`config.mk`:
```
export PLATFORM = sky130hd
export DESIGN_NAME = product_accumulator
export DESIGN_NICKNAME = d
export VERILOG_FILES = /design/src/rtl/product_accumulator.sv
export SDC_FILE = /design/constraint.sdc
export NUM_CORES = 1
export LEC_CHECK = 0
export CORE_MARGIN = 2
export CORE_UTILIZATION = 58
export CTS_BUF_LIST = sky130_fd_sc_hd__clkbuf_8
export DETAILED_ROUTE_END_ITERATION = 10
export GPL_ROUTABILITY_DRIVEN = 0
export PLACE_DENSITY_LB_ADDON = 0.2
export RECOVER_POWER = 25
export SETUP_SLACK_MARGIN = 0.3
export SKIP_CTS_REPAIR_TIMING = 1
export SYNTH_ARGS = -nofsm -noshare
export SYNTH_HDL_FRONTEND = slang
export SYNTH_SLANG_ARGS = --single-unit
```
`constraint.sdc`:
```
create_clock -name clk -period 9.15 [get_ports clk]
set_clock_uncertainty 0.2 [all_clocks]
set_input_delay 1.3725 -clock clk [delete_from_list [all_inputs] [get_ports clk]]
set_output_delay 1.3725 -clock clk [all_outputs]
set_load 0.1 [all_outputs]
```
`src/rtl/product_accumulator.sv`:
```
// Product accumulator: sums a programmed number of signed multiplier products
// into a wide signed accumulator. Define PRODUCT_ACC_SATURATE_EN to clamp on overflow instead of wrapping.
module product_accumulator #(
   parameter int PROD_W = 64,
   parameter int ACC_W  = 72,
   parameter int CNT_W  = 8
) (
   input  logic              clk,
   input  logic              reset,
   input  logic              start,
   input  logic [CNT_W-1:0]  count,
   input  logic [PROD_W-1:0] product,
   input  logic              mul_overflow,
   input  logic              in_valid,
   output logic              in_ready,
   output logic [ACC_W-1:0]  acc_out,
   output logic              acc_overflow,
   output logic              out_valid,
   input  logic              out_ready,
   output logic              busy
);

   // state | meaning
   // IDLE  | waiting for start
   // ACCUM | accepting products until remaining reaches zero
   // DONE  | result held until out_ready
   typedef enum logic [1:0] {IDLE, ACCUM, DONE} state_t;

   state_t            state, state_nxt;
   logic [CNT_W-1:0]  remaining;
   logic              beat;
   logic [ACC_W-1:0]  prod_ext, sum, acc_nxt;
   logic              add_ovf;

   generate
      if (ACC_W > PROD_W) begin : g_ext
         assign prod_ext = {{(ACC_W-PROD_W){product[PROD_W-1]}}, product};
      end else begin : g_noext
         assign prod_ext = product[ACC_W-1:0];
      end
   endgenerate

   assign beat    = in_valid && in_ready;
   assign sum     = acc_out + prod_ext;
   // Signed overflow: both operands share a sign the result does not.
   assign add_ovf = (acc_out[ACC_W-1] == prod_ext[ACC_W-1]) && (sum[ACC_W-1] != acc_out[ACC_W-1]);

`ifdef PRODUCT_ACC_SATURATE_EN
   assign acc_nxt = !add_ovf ? sum :
                    acc_out[ACC_W-1] ? {1'b1, {(ACC_W-1){1'b0}}} : {1'b0, {(ACC_W-1){1'b1}}};
`else
   assign acc_nxt = sum;
`endif

   always_ff @(posedge clk or posedge reset) begin
      if (reset) state <= IDLE;
      else       state <= state_nxt;
   end

   always_comb begin
      state_nxt = state;
      case (state)
         IDLE:    if (start) state_nxt = (count != '0) ? ACCUM : DONE;
         ACCUM:   if (beat && remaining == CNT_W'(1)) state_nxt = DONE;
         DONE:    if (out_ready) state_nxt = IDLE;
         default: state_nxt = IDLE;
      endcase
   end

   always_comb begin
      in_ready  = (state == ACCUM);
      out_valid = (state == DONE);
      busy      = (state == ACCUM) || (state == DONE);
   end

   always_ff @(posedge clk or posedge reset) begin
      if (reset) begin
         acc_out      <= '0;
         acc_overflow <= 1'b0;
         remaining    <= '0;
      end else if (state == IDLE && start) begin
         acc_out      <= '0;
         acc_overflow <= 1'b0;
         remaining    <= count;
      end else if (beat) begin
         acc_out   <= acc_nxt;
         remaining <= remaining - CNT_W'(1);
         if (mul_overflow || add_ovf) acc_overflow <= 1'b1;
      end
   end

endmodule
```
Yosys cells after proc, flatten, opt, wreduce, memory -nomap -nowiden:

Cells that the tools add are included.

* bits in registers: 83
* bits in latches: 0
* memory bits (writable): 0
* ROM bits: 0
* bits of input ports: 78
* output and inout port bits: 76
* word-level logic and storage cells: 38
* memories kept: 0

* $add $sub $neg: 2
* multiply operators: 0
* divide/modulo/power cells: 0
* $lt $le $gt $ge: 0
* equal/unequal tests: 8
* shift-type cells: 0
* muxes and demuxes: 12
* bitwise logic cells: 0
* reductions and logical operators: 12

Operator list (number)
* $mux W72: 2
* $add A72 B72 Y72: 1
* $mux W8: 2
* $eq A8 B1 Y1 const B: 1
* $mux W2: 4
* $reduce_bool A8 Y1: 1
* $sub A8 B1 Y8 const B: 1
* $pmux W2 S3: 1
* $logic_and A1 B1 Y1: 4
* $ne A2 B1 Y1 const B: 2
* $reduce_bool A2 Y1: 2
* $mux W1: 3
* $reduce_and A3 Y1: 1
* $eq A2 B1 Y1 const B: 1
* $eq A2 B2 Y1 const B: 1
* $logic_not A2 Y1: 1
* $logic_or A1 B1 Y1: 2
* $ne A2 B2 Y1 const B: 1
* $reduce_and A2 Y1: 1
* $eq A1 B1 Y1: 1
* $ne A1 B1 Y1: 1

Longest topological paths before layout:

Gate-level depths: netlist of the first run.

* depth after elaboration: 7
* depth in mapped cells: 14
* mapped depth without buffers: 14

Worst setup path before layout of the first run:

Ideal clock, no wire load.

* path kind: input -> register
* start: input port product[0]
* end: register acc_out[70]
* data arrival time: 3.831 ns
* setup slack: 4.992 ns
* stages: 14
* cells stage by stage: ha_1 -> inv_1 -> fa_1 -> nor2b_1 -> o2111ai_1 -> a21oi_1 -> o21ai_0 -> a21oi_1 -> o211ai_1 -> a21oi_1 -> o22ai_1 -> o31ai_1 -> nor4_1 -> a311o_1

* word-level cells in the longest chain between the ends: 3

RTL lines
* start: declaration: line 12 `input logic [PROD_W-1:0] product,`
* $add A72 B72 Y72: line 44 `assign sum = acc_out + prod_ext;`
* $mux W72: line 85 `end else if (beat) begin`
* $mux W72: line 81 `end else if (state == IDLE && start) begin`
* end signal: assignment: line 86 `acc_out <= acc_nxt;`
* end: declaration: line 16 `output logic [ACC_W-1:0] acc_out,`

Every way passes these cells. The select of a mux whose other input is x is not followed.
A chain may end at the register's enable or synchronous reset.

==> results of run 1 <==
[sequential cells by signal, indices dropped and copies added (netlist names)]
| register | count |
|---|---|
| state | 2 |
| remaining | 8 |
| acc_overflow | 1 |
| acc_out | 72 |
[placed cells by master, fill, tap and decap left out, types with 6 or more instances in the layout]
master and n:
nand4_1 18, nor2b_1 7, a211oi_1 15, a31oi_1 12
clkdlybuf4s50_1 151, clkbuf_8 11, a21o_1 27, nor4_1 12
o21ai_0 69, nand2_1 178, xor2_1 21, xnor2_1 48
inv_1 37, o21ai_1 6, nor2_1 77, and3_1 6
nand3_1 14, a21oi_1 148, o21bai_1 18, dfrtp_1 83
nor3_1 15, ha_1 76
[how the worst max path moves through the flow]
stage	start	endpoint	slack, ns	cells past startpoint
2_1_floorplan	product[0]	acc_out[70]$_DFFE_PP0P_	4.99	14
3_3_place_gp	product[16]	acc_out[71]$_DFFE_PP0P_	4.09	13
5_1_grt	reset	acc_out[52]$_DFFE_PP0P_	2.39	3
3_5_place_dp	product[16]	acc_out[71]$_DFFE_PP0P_	4.06	13
4_1_cts	product[0]	acc_out[70]$_DFFE_PP0P_	4.45	15
6_report	reset	remaining[1]$_DFFE_PP0P_	3.33	3
[report_power, final]
part	total (W)	switching, W	internal, W
combinational	0.00266	0.00187	0.000788
clock	0.000352	0.000154	0.000198
sequential	0.000642	0.000135	0.000507
[routing by layer]
| layer | global-route usage, % | up-vias |
|---|---|---|
| met3 | 6.13 | 29 |
| li1 | - | 3855 |
| met5 | 0 | - |
| met4 | 7.59 | 0 |
| met2 | 49.7 | 328 |
| met1 | 43.3 | 3707 |
[logic make-up after synthesis]
logic type	synth area share, %
DFF	27.4
xor gates and xnor gates	7.96
buffers and inverters	4.02
AOI/OAI and AO/OA	26.9
adders and majority gates	12.8
muxes	0.132
and+or+nand+nor	20.8
[area by class of cell]
type                    instances  area, um^2  area share (%)
inverters                      38         144            1.52
flip-flops and latches         83        2080            21.9
clock buffers                  11         151            1.60
well taps                     172         215            2.27
repair buffers                157        1560            16.5
clock inverters                 5         108            1.14
multi-input cells             842        5220            55.1
[metrics by stage]
stage	total power [W]	util [%]	instance area (um^2)
2_1_floorplan	0.00269	-	7590
3_3_place_gp	0.00324	72.4	9210
3_5_place_dp	0.00327	72.4	9210
4_1_cts	0.00364	74.5	9470
5_1_grt	0.00388	74.4	9470
6_report	0.00366	74.4	9470
[worst register-to-register path: stages (launching register included)]
cell       delay [ns]
dfrtp_1          0.42
ha_1             0.39
a21oi_1          0.32
o211ai_1         0.18
a211oi_2         0.39
a2111oi_4        0.15
o2111ai_1        0.38
nand4b_2         0.21
o22ai_2          0.21
o2111ai_2        0.22
xnor2_1          0.18
or3_1            0.32
a21oi_1          0.15
==> results.md, run 1 <==
- GRT Util Overall: 31.1%
- DR WL met3: 1.65 mm
- Drt drc: 0
- DRT Pass-1 Iters: 5
- Die Wd: 118 um
- Kind of critical path: input port to async pin
- First-pass GRT wire length: 35.9 mm
- CTS Root Cell: clkbuf_8
- Mapped cell area: 7590 um^2
- Cell family with most CP delay: buffers and inverters
- FFs w/ async S/R, synth: 100%
- Yosys top cell by area: dfrtp_1
- Final period util: 63.6%
- Wire length on met2: 10.1 mm
- Share of layout cells above drive strength 1: 3.43%
- Hold WS: 0.341 ns
- DIE AREA: 14,000 um^2
- Setup TNS: 0 ns
- Seq/Total Area, Yosys: 27.4%
- Hold Fails Final Rpt: 0
- WL met1: 9.91 mm
- Reg-to-reg endpoint: acc_out[71]$_DFFE_PP0P_
- Filler cell count: 1,031
- Die Ht: 118 um
- Syn avg cell area: 7.59 um^2
- Avg WL per Cell: 16.8 um
- Status: finished, violations left
- Most common library cells after synthesis: nand2_1 (179), a21oi_1 (148), dfrtp_1 (83)
- Initial antenna violation count: 0
- Diode count: 0
- Flop and latch count out of synthesis: 83
- Hold Path Class: register to register
- Cell count of the worst reg-to-reg path: 12
- Peak supply drop: 0.000225 V
- Worst Path Arrival: 5.23 ns
- Post-route ant nets: 0
- DR iter-0 viols: 773
- Failing checks: capacitance limit, slew limit
- Fmax: 172 MHz
- H-tree depth: 3
- Launch point of the worst reg-to-reg path: acc_out[16]$_DFFE_PP0P_
- Critical Path Fanout Max: 67
- CP max stage delay: 2.79 ns
- Setup crit end kind: async pin
- Rows: 41
- Initial core utilization: 59.7%
- Worst slack at placement: 4.06 ns
- Count leader, synth: nand2_1
- CTS Sinks: 83
- Max-cap violations: 1
- Clk buf depth: 2
- CTS tree: done
- Relative slew slack: -160%
- Dpl cells: 1,292
- GRT Residual Overflow: 0
- Vias in the first global route: 7,463
- Min Tclk post-route: 5.82 ns
- Slack of the critical path: 3.33 ns
- Area growth syn-to-layout: 24.7%
- CTS Buf Count: 9
- Worst R2R Setup Slack: 5.37 ns
- Ys flop type: dfrtp_1
- Hold Crit Endpoint: acc_out[47]$_DFFE_PP0P_
- Final std cells w/o fill: 1,308
- Max Used Layer: met4
- Fraction of synthesized cell area taken by the top area cell type: 27.4%
- Vias per inst: 6.05
- Largest net degree at the start of global routing: 78
- CP max-delay cell: clkbuf_1
- P_leak: 4.08 nW
- Crit-path cells: dlygate4sd3_1 -> clkinvlp_2 -> clkbuf_1
- EDFF count, synth: 0
- Top cells by area, synth: dfrtp_1 (27%), ha_1 (13%), a21oi_1 (9.8%), nand2_1 (8.8%), xnor2_1 (5.5%)
- Synth warn: 0
- # nets final: 1,286
- CP required: 8.55 ns
- RSZ-0062 raised after global routing: false
- Via count: 7,919
- Hold path startpoint: acc_out[47]$_DFFE_PP0P_
- WHS Path Cells: 2
- # setup viols final: 0
- Final Slew Violations: 68
- Gate Count Post-Synth: 1,000
- PD cells: 386 nW/um^2
- Detailed Route WL: 21.9 mm
- Core box area: 12,700 um^2
- Worst slew pin tran: 3.90 ns
- Syn_nets: 1,155
- Port Buffers: 153
- Io pins: 154
- Worst-skew pair later-pin latency: 0.39 ns
- Clock transition at the registers of the reported paths: 0.09 ns
- Distinct cells, synth: 66
- Dpl hpwl: 16.1 mm
- Startpoint Class: input port
- CP bufs+invs: 3
Power figures use the tool's default switching activity.
==> run 2: changes to the inputs <==
Settings changed: CORE_UTILIZATION 58 to 49.
Clock period 9.15 ns to 4.95 ns, I/O delays scaled along.
==> results.md, run 2 (same netlist as run 1, synthesis figures left out) <==
- Status: finished, violations left
- Failing checks: capacitance limit, slew limit
- H-tree depth: 3
- Rows: 45
- Final Instance Area: 9440 um^2
- Reg power frac: 17.9%
- CTS Sinks: 83
- Min Tclk post-route: 4.13 ns
- Kind of critical path: input port to register
- Clk buf depth: 2
- Relative slew slack: -18.2%
- Worst Path Arrival: 4.24 ns
- Die Ht: 128 um
- Most flop-heavy register: acc_out
- Clock share of power: 7.2%
- Core box area: 15,100 um^2
- Most common cell after layout, fill and taps aside: nand2_1
- First-pass GRT wire length: 36.5 mm
- Sw power: 0.00402 W
- P_leak: 4.06 nW
- Dpl hpwl: 17.1 mm
- Crit-path cells: clkdlybuf4s50_1 -> ha_1 -> a21oi_1 -> o21ai_0 -> o21ai_0 -> nand4b_1 -> o2111ai_1 -> nand4b_2 -> o22ai_2 -> o2111ai_2 -> xnor2_1 -> or3_1 -> a21oi_1
- Setup TNS: 0 ns
- Detailed Route WL: 22.7 mm
- PD cells: 701 nW/um^2
- Area growth syn-to-layout: 24.3%
- GRT Residual Overflow: 0
- Final Slew Violations: 38
- Max-cap violations: 1
- Via count: 7,893
- CTS tree: done
- Hold Fails Final Rpt: 0
- Vias per inst: 5.94
- DR iter-0 viols: 622
- Net Sw Frac: 60.6%
- Largest net degree at the start of global routing: 66
- CP required: 5.06 ns
- Initial antenna violation count: 0
- CP max-delay cell: clkdlybuf4s50_1
- CTS Root Cell: clkbuf_8
- DP Area: 9260 um^2
- CTS Buf Count: 9
- GRT Util Overall: 27.5%
- Share of layout cells above drive strength 1: 3.77%
- Worst-skew pair later-pin latency: 0.38 ns
- Drt drc: 0
- Diode count: 0
- CP max stage delay: 0.42 ns
- Pint: 0.00261 W
- RSZ-0062 raised after global routing: false
- Total Power: 0.00662 W
- Setup crit end kind: register
- Peak supply drop: 0.000548 V
- Comb pwr share: 74.8%
- Worst slew pin tran: 1.76 ns
- Io pins: 154
- Startpoint Class: input port
- Hold Path Class: register to register
- Clock transition at the registers of the reported paths: 0.10 ns
- # setup viols final: 0
- Most frequent cells in the layout: nand2_1 (178), clkdlybuf4s50_1 (152), a21oi_1 (148), dfrtp_1 (83), nor2_1 (77)
- Avg WL per Cell: 17.1 um
- Fmax: 242 MHz
- Final period util: 83.4%
- Port Buffers: 153
- Die Wd: 128 um
- Max FFs per register: 72
- Vias in the first global route: 7,380
- Critical Path Fanout Max: 4
- Initial core utilization: 50.1%
- DIE AREA: 16,500 um^2
- # nets final: 1,290
- Largest registers: acc_out x72, remaining x8, state x2
- Post-route ant nets: 0
- DRT Pass-1 Iters: 5
[run 2: area by class of cell]
class	count	area, um^2
flip-flops and latches	83	2080
inverters	38	144
repair buffers	161	1590
well taps	188	235
clock buffers	11	151
clock inverters	5	28.8
fillers	1397	5700
multi-input cells	842	5220
[run 2: power by group through the flow]
| stage | combinational [W] | clock [W] | sequential, W |
|---|---|---|---|
| after global routing | 0.00529 | 0.000516 | 0.00122 |
| after floorplan | 0.00226 | 0 | 0.00271 |
| after detailed placement | 0.00489 | 0 | 0.00120 |
| final | 0.00496 | 0.000479 | 0.00119 |
| after global placement | 0.00487 | 0 | 0.00119 |
| after CTS | 0.00492 | 0.000491 | 0.00119 |
[run 2: routing by layer]
layer | share of wire (%) | track usage (%) | up-vias
met4 | 1.8 | 7.82 | 0
met2 | 45 | 42.9 | 317
li1 | - | - | 3856
met5 | 0 | 0 | -
met1 | 47 | 39.4 | 3683
met3 | 6.4 | 4.70 | 37
[run 2: critical path, delay by kind of cell]
kind	cells	cell delay [ns]
XOR/XNOR	1	0.18
adder cells (fa/ha/maj)	1	0.35
AND/OR/NAND/NOR	3	0.74
buffers and inverters	1	0.42
AO/OA/AOI/OAI	7	1.80
[run 2: stage by stage]
stage / hold slack (ns) / setup WS, ns / cells / utilization, %
2_1_floorplan: 0.294 / 1.09 / 1000 / -
3_3_place_gp: 0.313 / 0.574 / 1312 / 61.2
3_5_place_dp: 0.324 / 0.531 / 1312 / 61.2
4_1_cts: 0.342 / 0.924 / 1328 / 62.4
5_1_grt: 0.378 / 0.674 / 1328 / 62.3
6_report: 0.331 / 0.819 / 1328 / 62.3
[run 2: final timing paths]
path / from / to / slack, ns / depth (start not counted)
min: acc_out[47]$_DFFE_PP0P_ / acc_out[47]$_DFFE_PP0P_ / 0.33 / 2
min in group asynchronous: reset / acc_out[53]$_DFFE_PP0P_ / 1.05 / 2
max in group asynchronous: reset / acc_out[9]$_DFFE_PP0P_ / 1.59 / 3
max: product[24] / acc_out[71]$_DFFE_PP0P_ / 0.82 / 13
min reg2reg: acc_out[47]$_DFFE_PP0P_ / acc_out[47]$_DFFE_PP0P_ / 0.33 / 2
max reg2reg: acc_out[24]$_DFFE_PP0P_ / acc_out[71]$_DFFE_PP0P_ / 1.21 / 12
